File: src/rtl/stack_arbiter_pkg.sv
// Shared types and constants for the two-requester LIFO arbiter.
// Includes the FSM state encoding, the op codes and the requester count.
package stack_arbiter_pkg;

    typedef enum logic [1:0] {
        IDLE = 2'd0,
        EXEC = 2'd1,
        RESP = 2'd2
    } state_t;

    localparam logic OP_POP  = 1'b0;
    localparam logic OP_PUSH = 1'b1;
    localparam int   NREQ    = 2;

endpackage

File: src/rtl/stack_arbiter_rr.sv
// Two-way round-robin picker; purely combinational, the last-winner register lives in the parent.
module stack_arbiter_rr
    import stack_arbiter_pkg::*;
(
    input  logic [NREQ-1:0] req,
    input  logic            last,
    output logic            gnt_valid,
    output logic            gnt_idx
);

    always_comb begin
        gnt_valid = |req;
        gnt_idx   = 1'b0;
        if (req == 2'b11) begin
            gnt_idx = ~last;
        end else if (req[1]) begin
            gnt_idx = 1'b1;
        end
    end

endmodule

File: src/rtl/stack_arbiter.sv
// Shared LIFO store with round-robin access for two requesters: IDLE -> EXEC -> RESP.
// Optional almost-full watermark output enabled by STACK_ARBITER_WATERMARK_EN.
module stack_arbiter
    import stack_arbiter_pkg::*;
#(
    parameter int WIDTH = 4,
    parameter int DEPTH = 16,
    parameter int AW    = $clog2(DEPTH)
`ifdef STACK_ARBITER_WATERMARK_EN
    ,
    parameter int AF_LEVEL = DEPTH - 2
`endif
) (
    input  logic             clk,
    input  logic             rst,
    input  logic [NREQ-1:0]  req,
    input  logic [NREQ-1:0]  op,
    input  logic [WIDTH-1:0] wdata0,
    input  logic [WIDTH-1:0] wdata1,
    output logic [NREQ-1:0]  done,
    output logic [WIDTH-1:0] rdata,
    output logic             err,
    output logic             busy,
    output logic             full,
    output logic             empty,
`ifdef STACK_ARBITER_WATERMARK_EN
    output logic             almost_full,
`endif
    output logic [AW:0]      count
);

    localparam logic [AW:0] L_FULL = (AW + 1)'(DEPTH);

    state_t           r_state;
    state_t           w_state_nxt;
    logic             r_win;
    logic             r_op;
    logic [WIDTH-1:0] r_wdata;
    logic [WIDTH-1:0] r_rdata;
    logic             r_err;
    logic [AW:0]      r_count;
    logic [AW:0]      w_count_nxt;
    logic [AW:0]      w_count_m1;
    logic             r_rr_last;
    logic [WIDTH-1:0] r_mem [DEPTH];
    logic             w_gnt_valid;
    logic             w_gnt_idx;
    logic             w_full;
    logic             w_empty;
    logic             w_take;

    stack_arbiter_rr u_rr (
        .req       (req),
        .last      (r_rr_last),
        .gnt_valid (w_gnt_valid),
        .gnt_idx   (w_gnt_idx)
    );

    assign w_full     = (r_count == L_FULL);
    assign w_empty    = (r_count == '0);
    assign w_count_m1 = r_count - 1'b1;
    assign w_take     = (r_state == IDLE) && w_gnt_valid;

    always_ff @(posedge clk or posedge rst) begin
        if (rst) begin
            r_state <= IDLE;
        end else begin
            r_state <= w_state_nxt;
        end
    end

    always_comb begin
        w_state_nxt = r_state;
        w_count_nxt = r_count;
        case (r_state)
            IDLE: if (w_gnt_valid) w_state_nxt = EXEC;
            EXEC: begin
                w_state_nxt = RESP;
                if (r_op == OP_PUSH && !w_full) begin
                    w_count_nxt = r_count + 1'b1;
                end else if (r_op == OP_POP && !w_empty) begin
                    w_count_nxt = w_count_m1;
                end
            end
            RESP:    w_state_nxt = IDLE;
            default: w_state_nxt = IDLE;
        endcase
    end

    always_ff @(posedge clk or posedge rst) begin
        if (rst) begin
            r_win     <= 1'b0;
            r_op      <= OP_POP;
            r_rdata   <= '0;
            r_err     <= 1'b0;
            r_count   <= '0;
            r_rr_last <= 1'b1;
        end else begin
            r_count <= w_count_nxt;
            if (w_take) begin
                r_win <= w_gnt_idx;
                r_op  <= op[w_gnt_idx];
                r_err <= 1'b0;
            end
            if (r_state == EXEC) begin
                r_rdata <= '0;
                if (r_op == OP_PUSH) begin
                    r_err <= w_full;
                end else begin
                    r_err <= w_empty;
                    if (!w_empty) r_rdata <= r_mem[w_count_m1[AW-1:0]];
                end
            end
            if (r_state == RESP) begin
                r_rr_last <= r_win;
            end
        end
    end

    // Datapath registers carry no reset; contents are only consumed after a latch.
    always_ff @(posedge clk) begin
        if (w_take) begin
            r_wdata <= w_gnt_idx ? wdata1 : wdata0;
        end
        if (r_state == EXEC && r_op == OP_PUSH && !w_full) begin
            r_mem[r_count[AW-1:0]] <= r_wdata;
        end
    end

`ifdef STACK_ARBITER_WATERMARK_EN
    localparam logic [AW:0] L_AF = (AW + 1)'(AF_LEVEL);
    logic r_almost_full;

    always_ff @(posedge clk or posedge rst) begin
        if (rst) begin
            r_almost_full <= 1'b0;
        end else begin
            r_almost_full <= (w_count_nxt >= L_AF);
        end
    end

    assign almost_full = r_almost_full;
`endif

    assign done  = (r_state == RESP) ? (r_win ? 2'b10 : 2'b01) : 2'b00;
    assign rdata = (r_state == RESP) ? r_rdata : '0;
    assign err   = (r_state == RESP) ? r_err : 1'b0;
    assign busy  = (r_state != IDLE);
    assign full  = w_full;
    assign empty = w_empty;
    assign count = r_count;

endmodule

File: config.mk
export PLATFORM = sky130hd
export DESIGN_NAME = stack_arbiter
export DESIGN_NICKNAME = d
export VERILOG_FILES = /design/src/rtl/stack_arbiter_pkg.sv /design/src/rtl/stack_arbiter_rr.sv /design/src/rtl/stack_arbiter.sv
export SDC_FILE = /design/constraint.sdc
export NUM_CORES = 1
export LEC_CHECK = 0
export BUFFER_PORTS_ARGS = -buffer_cell sky130_fd_sc_hd__clkbuf_2
export CAP_MARGIN = 10
export CORE_MARGIN = 5
export CORE_UTILIZATION = 59
export CTS_CLUSTER_SIZE = 16
export DETAILED_ROUTE_END_ITERATION = 6
export PLACE_DENSITY = 0.79
export SLEW_MARGIN = 20
export SYNTH_ARGS = -nofsm -noshare
export SYNTH_HDL_FRONTEND = slang
export SYNTH_SLANG_ARGS = --single-unit
File: constraint.sdc
create_clock -name clk -period 3 [get_ports clk]
set_clock_uncertainty 0.2 [all_clocks]
set_input_delay 0 -clock clk [delete_from_list [all_inputs] [get_ports clk]]
set_output_delay 0 -clock clk [all_outputs]
set_load 0.01 [all_outputs]
==> results of run 1 <==
-- synth_stat cells, drive strengths merged (6+ instances only) --
cell type	number
edfxtp	68
nor2	22
mux2i	17
dfrtp	14
mux4	12
mux2	11
inv	7
and2	6
nand2	6
-- report_power, final --
part | switching [mW] | leakage [nW] | internal (mW) | total (mW)
combinational | 0.834 | 0.702 | 0.775 | 1.61
clock | 0.402 | 0.0787 | 0.300 | 0.702
sequential | 0.188 | 0.797 | 1.49 | 1.68
-- critical path: stages, from the launching register on --
cell and delay, ps:
dfstp_2 380, a21boi_1 500, mux2i_1 260, dlygate4sd3_1 580
a21oi_1 70, dlygate4sd3_1 570
-- flip-flops by register name (all words and copies together) (netlist names) --
name	flops
count	5
r_err	1
r_mem	64
r_op	1
r_rdata	4
r_rr_last	1
r_state	2
r_wdata	4
r_win	1
-- layout make-up --
cell class	count	area (um2)	area share
Clock buffer	10	128	0.0306
Multi-Input combinational cell	121	1120	0.269
Clock inverter	6	41.3	0.00990
Tap cell	75	93.8	0.0225
Inverter	7	26.3	0.00630
Timing Repair Buffer	50	343	0.0822
Sequential cell	83	2420	0.580
-- cell families after synthesis --
group | Yosys count | share of synthesized area
flip-flops | 83 | 0.670
AND/OR/NAND/NOR | 52 | 0.0759
multiplexers | 40 | 0.164
AO/OA/AOI/OAI | 18 | 0.0371
buffers and inverters | 15 | 0.0197
XOR/XNOR | 6 | 0.0166
adder cells (fa/ha/maj) | 5 | 0.0173
-- stage by stage --
stage / worst slack [ps] / power (mW) / hold slack, ps / std cells / area, um2
final: 327 / 3.99 / 17.2 / 352 / 4170
after global routing: 167 / 4.19 / 87.3 / 352 / 4170
after CTS: 353 / 3.97 / 39.3 / 352 / 4170
after detailed placement: 377 / 3.25 / -135 / 321 / 3850
after global placement: 499 / 3.23 / -138 / 321 / 3850
after floorplan: 297 / 2.81 / -299 / 219 / 3610
-- layout by cell type (no fill, tap or decap), types with 2 or more instances in the layout --
master,n
nand2b_1,2
dlygate4sd3_1,15
ha_1,5
mux2i_1,17
nor2_1,22
and2_1,6
mux4_1,7
clkbuf_8,9
clkinvlp_4,3
o31ai_1,2
edfxtp_1,68
a21oi_1,2
mux4_2,5
a221o_1,4
nor2b_1,2
xnor2_1,5
inv_1,6
nand2_1,6
dfrtp_1,14
mux2_2,11
o21ai_1,2
buf_4,7
clkinv_2,2
clkbuf_2,28
o21ai_0,2
nor3_1,5
-- per-layer routing --
metal	global-route usage	wire length [um]	up-vias
li1	-	-	952
met1	0.256	2910	1031
met2	0.339	3670	68
met3	0.0456	422	11
met4	0.0714	122	0
met5	0	0	-
-- final timing paths --
path	slack, ps	end	startpoint	cells after the start
min	20	count[3]	rst	3
max reg2reg	330	r_op	r_rr_last	5
min in group clk	290	r_wdata[1]	wdata1[1]	3
min reg2reg	310	r_rdata[3]	r_rdata[3]	1
max	330	r_op	r_rr_last	5
max in group asynchronous	2180	count[4]	rst	3
-- timing repair --
item                                   4_1_cts  5_1_grt
endpoints found under the hold margin       22        0
setup endpoints to repair                    0        0
setup buffers                                0        0
hold buffers                                15        0
==> flow_summary_export.csv, run 1 <==
group,metric,value,unit
run_status,status,"finished, final reports clean",
pwr,p_leak,1.58,nW
sta,fin_crit_sh,0.891,
cts,insertion_delay,360,ps
cts,htree_levels,3,
detailed_routing,drt_iter0_markers,185,
placed_design,portBuffers,28,
synth,synth_edf_count,68,
setup_path,critPathMaxFanout,6,
setup_path,cp-end-kind,"register",
detailed_routing,via_per_inst,5.86,
setup_path,critPathLaunchType,"register",
synth,syn_area_per_cell,16.5,um2
synth,ys_seq_area_frac,0.670,
sta,finalSetupViolations,0,
cts,cts_root_buffer,"clkbuf_8",
setup_path,critPathArrivalTime,2710,ps
pwr,power_density,957,nW/um2
floorplanning,start_util,0.610,
job,maxCapViolCount,0,
placed_design,hpwl,4670,um
synth,synth.cell_area,3610,um2
sta,slew_headroom,0.502,
synth,ys_ff_latch,83,
detailed_routing,drc,0,
floorplanning,core_area,5920,um2
synth,yosys_warnings,0,
sta,max_freq,0.374,GHz
detailed_routing,routed_wl,7130,um
grt,grt_pass1_vias,2146,
synth,ys_async_sr_fraction,0.181,
detailed_routing,ant_nets,0,
synth,synth.distinct_cells,42,
grt,grt_use_total,0.201,
cts,clk_pin_slew_worst_paths,100,ps
cells_and_area,utilization,0.705,
sta,grt_setup_unrepaired,"no",
detailed_routing,drt_first_pass_iters,6,
cts,cts_sinks,83,
detailed_routing,vias,2062,
sta,hold_viol,0,
sta,tightest_slew,744,ps
synth,synthCells,219,
cells_and_area,diodes,0,
detailed_routing,wl_per_cell,20.3,um
placed_design,routabilityCongestion,0.886,
pwr,irDropWorstVdd,0.487,mV
sta,drv_slew,0,
synth,synth_top_area_cell,"edfxtp_1",
cells_and_area,syn2layout_area_growth,15.5,%
synth,synth_top_area_frac,0.565,
cells_and_area,drive_gt1_frac,0.260,
grt,grt_pass1_wl,11200,um
synth,yosys_most_used_dff,"edfxtp_1",
floorplanning,fp.dieW,88.2,um
cells_and_area,fin_nets,291,
cells_and_area,nFillCells,379,
min_path,hold_class,"in -> async",
synth,syn_nets,238,
floorplanning,die_h,88.2,um
grt,grt_overflow,0,
grt,grt_max_degree,17,
floorplanning,rows,28,
cts,max-clock-path-buffers,2,
sta,finalSetupTns,0,ps
setup_path,crit_type,"reg -> reg",
floorplanning,die_area,7780,um2
sta,fin_crit,2670,ps
cts,cts-resized-gates,0,
cts,cts_buffers,9,
grt,antenna_found_initial,0,
cts,tritoncts,"yes",
floorplanning,ioPinCount,29,
setup_path,required,3040,ps
synth,ys_top_cells_by_area,"edfxtp_1 57%, dfrtp_1 9.7%, mux4_1 5.1%",
Power figures use the tool's default switching activity.
==> inputs of run 2 (changes only) <==
--- a/config.mk
+++ b/config.mk
@@ -7,11 +7,11 @@
 export LEC_CHECK = 0
 export BUFFER_PORTS_ARGS = -buffer_cell sky130_fd_sc_hd__clkbuf_2
 export CAP_MARGIN = 10
-export CORE_MARGIN = 5
+export CORE_MARGIN = 3
 export CORE_UTILIZATION = 59
 export CTS_CLUSTER_SIZE = 16
 export DETAILED_ROUTE_END_ITERATION = 6
-export PLACE_DENSITY = 0.79
+export PLACE_DENSITY = 0.91
 export SLEW_MARGIN = 20
 export SYNTH_ARGS = -nofsm -noshare
 export SYNTH_HDL_FRONTEND = slang
==> flow_summary_export.csv, run 2 (synthesized netlist as in run 1, its figures left out) <==
group,metric,value,unit
grt,antenna_found_initial,0,
sta,drv_slew,0,
cells_and_area,final_cells,350,
cells_and_area,syn2layout_area_growth,16.6,%
grt,grt_max_degree,17,
detailed_routing,drt_first_pass_iters,5,
pwr,p_seq_frac,0.406,
grt,grt_use_total,0.230,
grt,grt_overflow,0,
detailed_routing,drt_iter0_markers,311,
cells_and_area,drive_gt1_frac,0.259,
placed_design,portBuffers,28,
setup_path,critical-path-top-delay-family,"simple AND/OR/NAND/NOR gates",
floorplanning,rows,27,
setup_path,worstPathCellList,"inv_1, ha_1, nand4bb_1, inv_2, nor3_1, nand2_1, nor3_1",
cts,cts_setup_buffers,0,
sta,fin_crit,2820,ps
setup_path,crit_buf_inv,2,
floorplanning,core_area,5710,um2
sta,hold_viol,0,
pwr,p_leak,1.61,nW
floorplanning,start_util,0.632,
pwr,p_sw,1.45,mW
cells_and_area,final_common_cell,"edfxtp_1",
grt,grt_pass1_wl,12100,um
sta,fin_crit_sh,0.940,
floorplanning,die_area,7090,um2
pwr,irDropWorstVdd,0.649,mV
cts,htree_levels,3,
job,maxCapViolCount,0,
floorplanning,ioPinCount,29,
sta,grt_setup_unrepaired,"no",
cts,cts_buffers,9,
cells_and_area,layout_common_cells,"68 x edfxtp_1, 28 x clkbuf_2, 22 x nor2_1",
cts,insertion_delay,340,ps
pwr,p_comb_frac,0.406,
pwr,sw_frac_of_total,0.350,
detailed_routing,wl_per_cell,22.2,um
floorplanning,die_h,84.2,um
cells_and_area,largest_reg_flops,64,
floorplanning,fp.dieW,84.2,um
sta,tightest_slew,768,ps
cts,cts_sinks,83,
cts,tritoncts,"yes",
cts,max-clock-path-buffers,2,
pwr,p_clk_frac,0.188,
detailed_routing,ant_nets,0,
setup_path,crit_slowest_cell,"dfrtp_1",
setup_path,crit_top_cell,"nor3_1",
placed_design,hpwl,4730,um
cells_and_area,diodes,0,
sta,finalSetupTns,0,ps
placed_design,placed_cells,319,
setup_path,critPathLaunchType,"register",
pwr,power.internal,2.70,mW
sta,slew_headroom,0.485,
setup_path,required,2790,ps
sta,finalSetupViolations,0,
detailed_routing,via_per_inst,6.32,
detailed_routing,drc,0,
cells_and_area,fin_nets,292,
cts,cts_root_buffer,"clkbuf_8",
placed_design,routabilityCongestion,0.931,
detailed_routing,vias,2213,
sta,max_freq,0.354,GHz
pwr,power_density,987,nW/um2
setup_path,cp-end-kind,"register",
setup_path,critPathMaxFanout,8,
run_status,status,"finished, final reports clean",
cts,clk_pin_slew_worst_paths,80,ps
detailed_routing,routed_wl,7760,um
setup_path,cpPeakStageDelay,510,ps
min_path,hold_class,"in -> async",
setup_path,crit_type,"reg -> reg",
grt,grt_pass1_vias,2219,
setup_path,critPathArrivalTime,2610,ps
[run 2: cell types whose count changed in the layout (fill, tap and decap cells not counted), sizes merged]
cell / delta
clkbuf: +4
inv: -1
clkinvlp: -3
buf: +1
clkinv: -1
bufinv: +1
[run 2: metrics by stage]
stage | util | power, mW | instance area (um2) | hold slack [ps] | setup WS, ps
after floorplan | - | 2.81 | 3610 | -299 | 297
after global placement | 0.675 | 3.20 | 3860 | -157 | 562
after detailed placement | 0.675 | 3.27 | 3860 | -135 | 361
after CTS | 0.736 | 4.11 | 4200 | 52.4 | 239
after global routing | 0.737 | 4.33 | 4210 | 85.1 | 63.3
final | 0.737 | 4.15 | 4210 | 30.7 | 179
[run 2: final timing paths]
path | from | endpoint | slack [ps] | depth (start not counted)
worst min register to register | r_rdata[1] | r_rdata[1] | 310 | 1
max in group asynchronous | rst | r_rr_last | 2200 | 3
worst max register to register | count[1] | r_mem[0][2] | 180 | 7
worst max-delay path | count[1] | r_mem[0][2] | 180 | 7
worst min-delay path | rst | r_rdata[3] | 30 | 3
min in group clk | wdata0[1] | r_wdata[1] | 310 | 3
[run 2: power by group through the flow]
stage	clock network [mW]	logic (mW)	registers (mW)
after floorplan	0	1.17	1.65
after global placement	0	1.52	1.68
after detailed placement	0	1.57	1.70
after CTS	0.796	1.64	1.68
after global routing	0.846	1.77	1.71
final	0.780	1.69	1.69
[run 2: cell type report]
type                            instances  area, um2
Timing Repair Buffer                   51        350
Clock buffer                           14        163
Multi-Input combinational cell        121       1130
Sequential cell                        83       2420
Tap cell                               72       90.1
Fill cell                             337       1500
Clock inverter                          2       35.0
Inverter                                7       26.3
[run 2: layer usage]
layer  wire length [um]  track usage
met1               3110        0.298
met2               3910        0.382
met3                501       0.0451
met4                238       0.0980
met5                  0            0
[run 2: worst register-to-register path: stages, from the launching register on]
cell and delay [ps]:
dfrtp_1 510, inv_1 170, ha_1 280, nand4bb_1 220, inv_2 100, nor3_1 340
nand2_1 200, nor3_1 450
[run 2: timing repair]
| action | 4_1_cts | 5_1_grt |
|---|---|---|
| hold endpoints to repair | 22 | 0 |
| endpoints found under the setup margin | 0 | 4 |
| hold buffers | 15 | 0 |
| resized for setup | 0 | 1 |
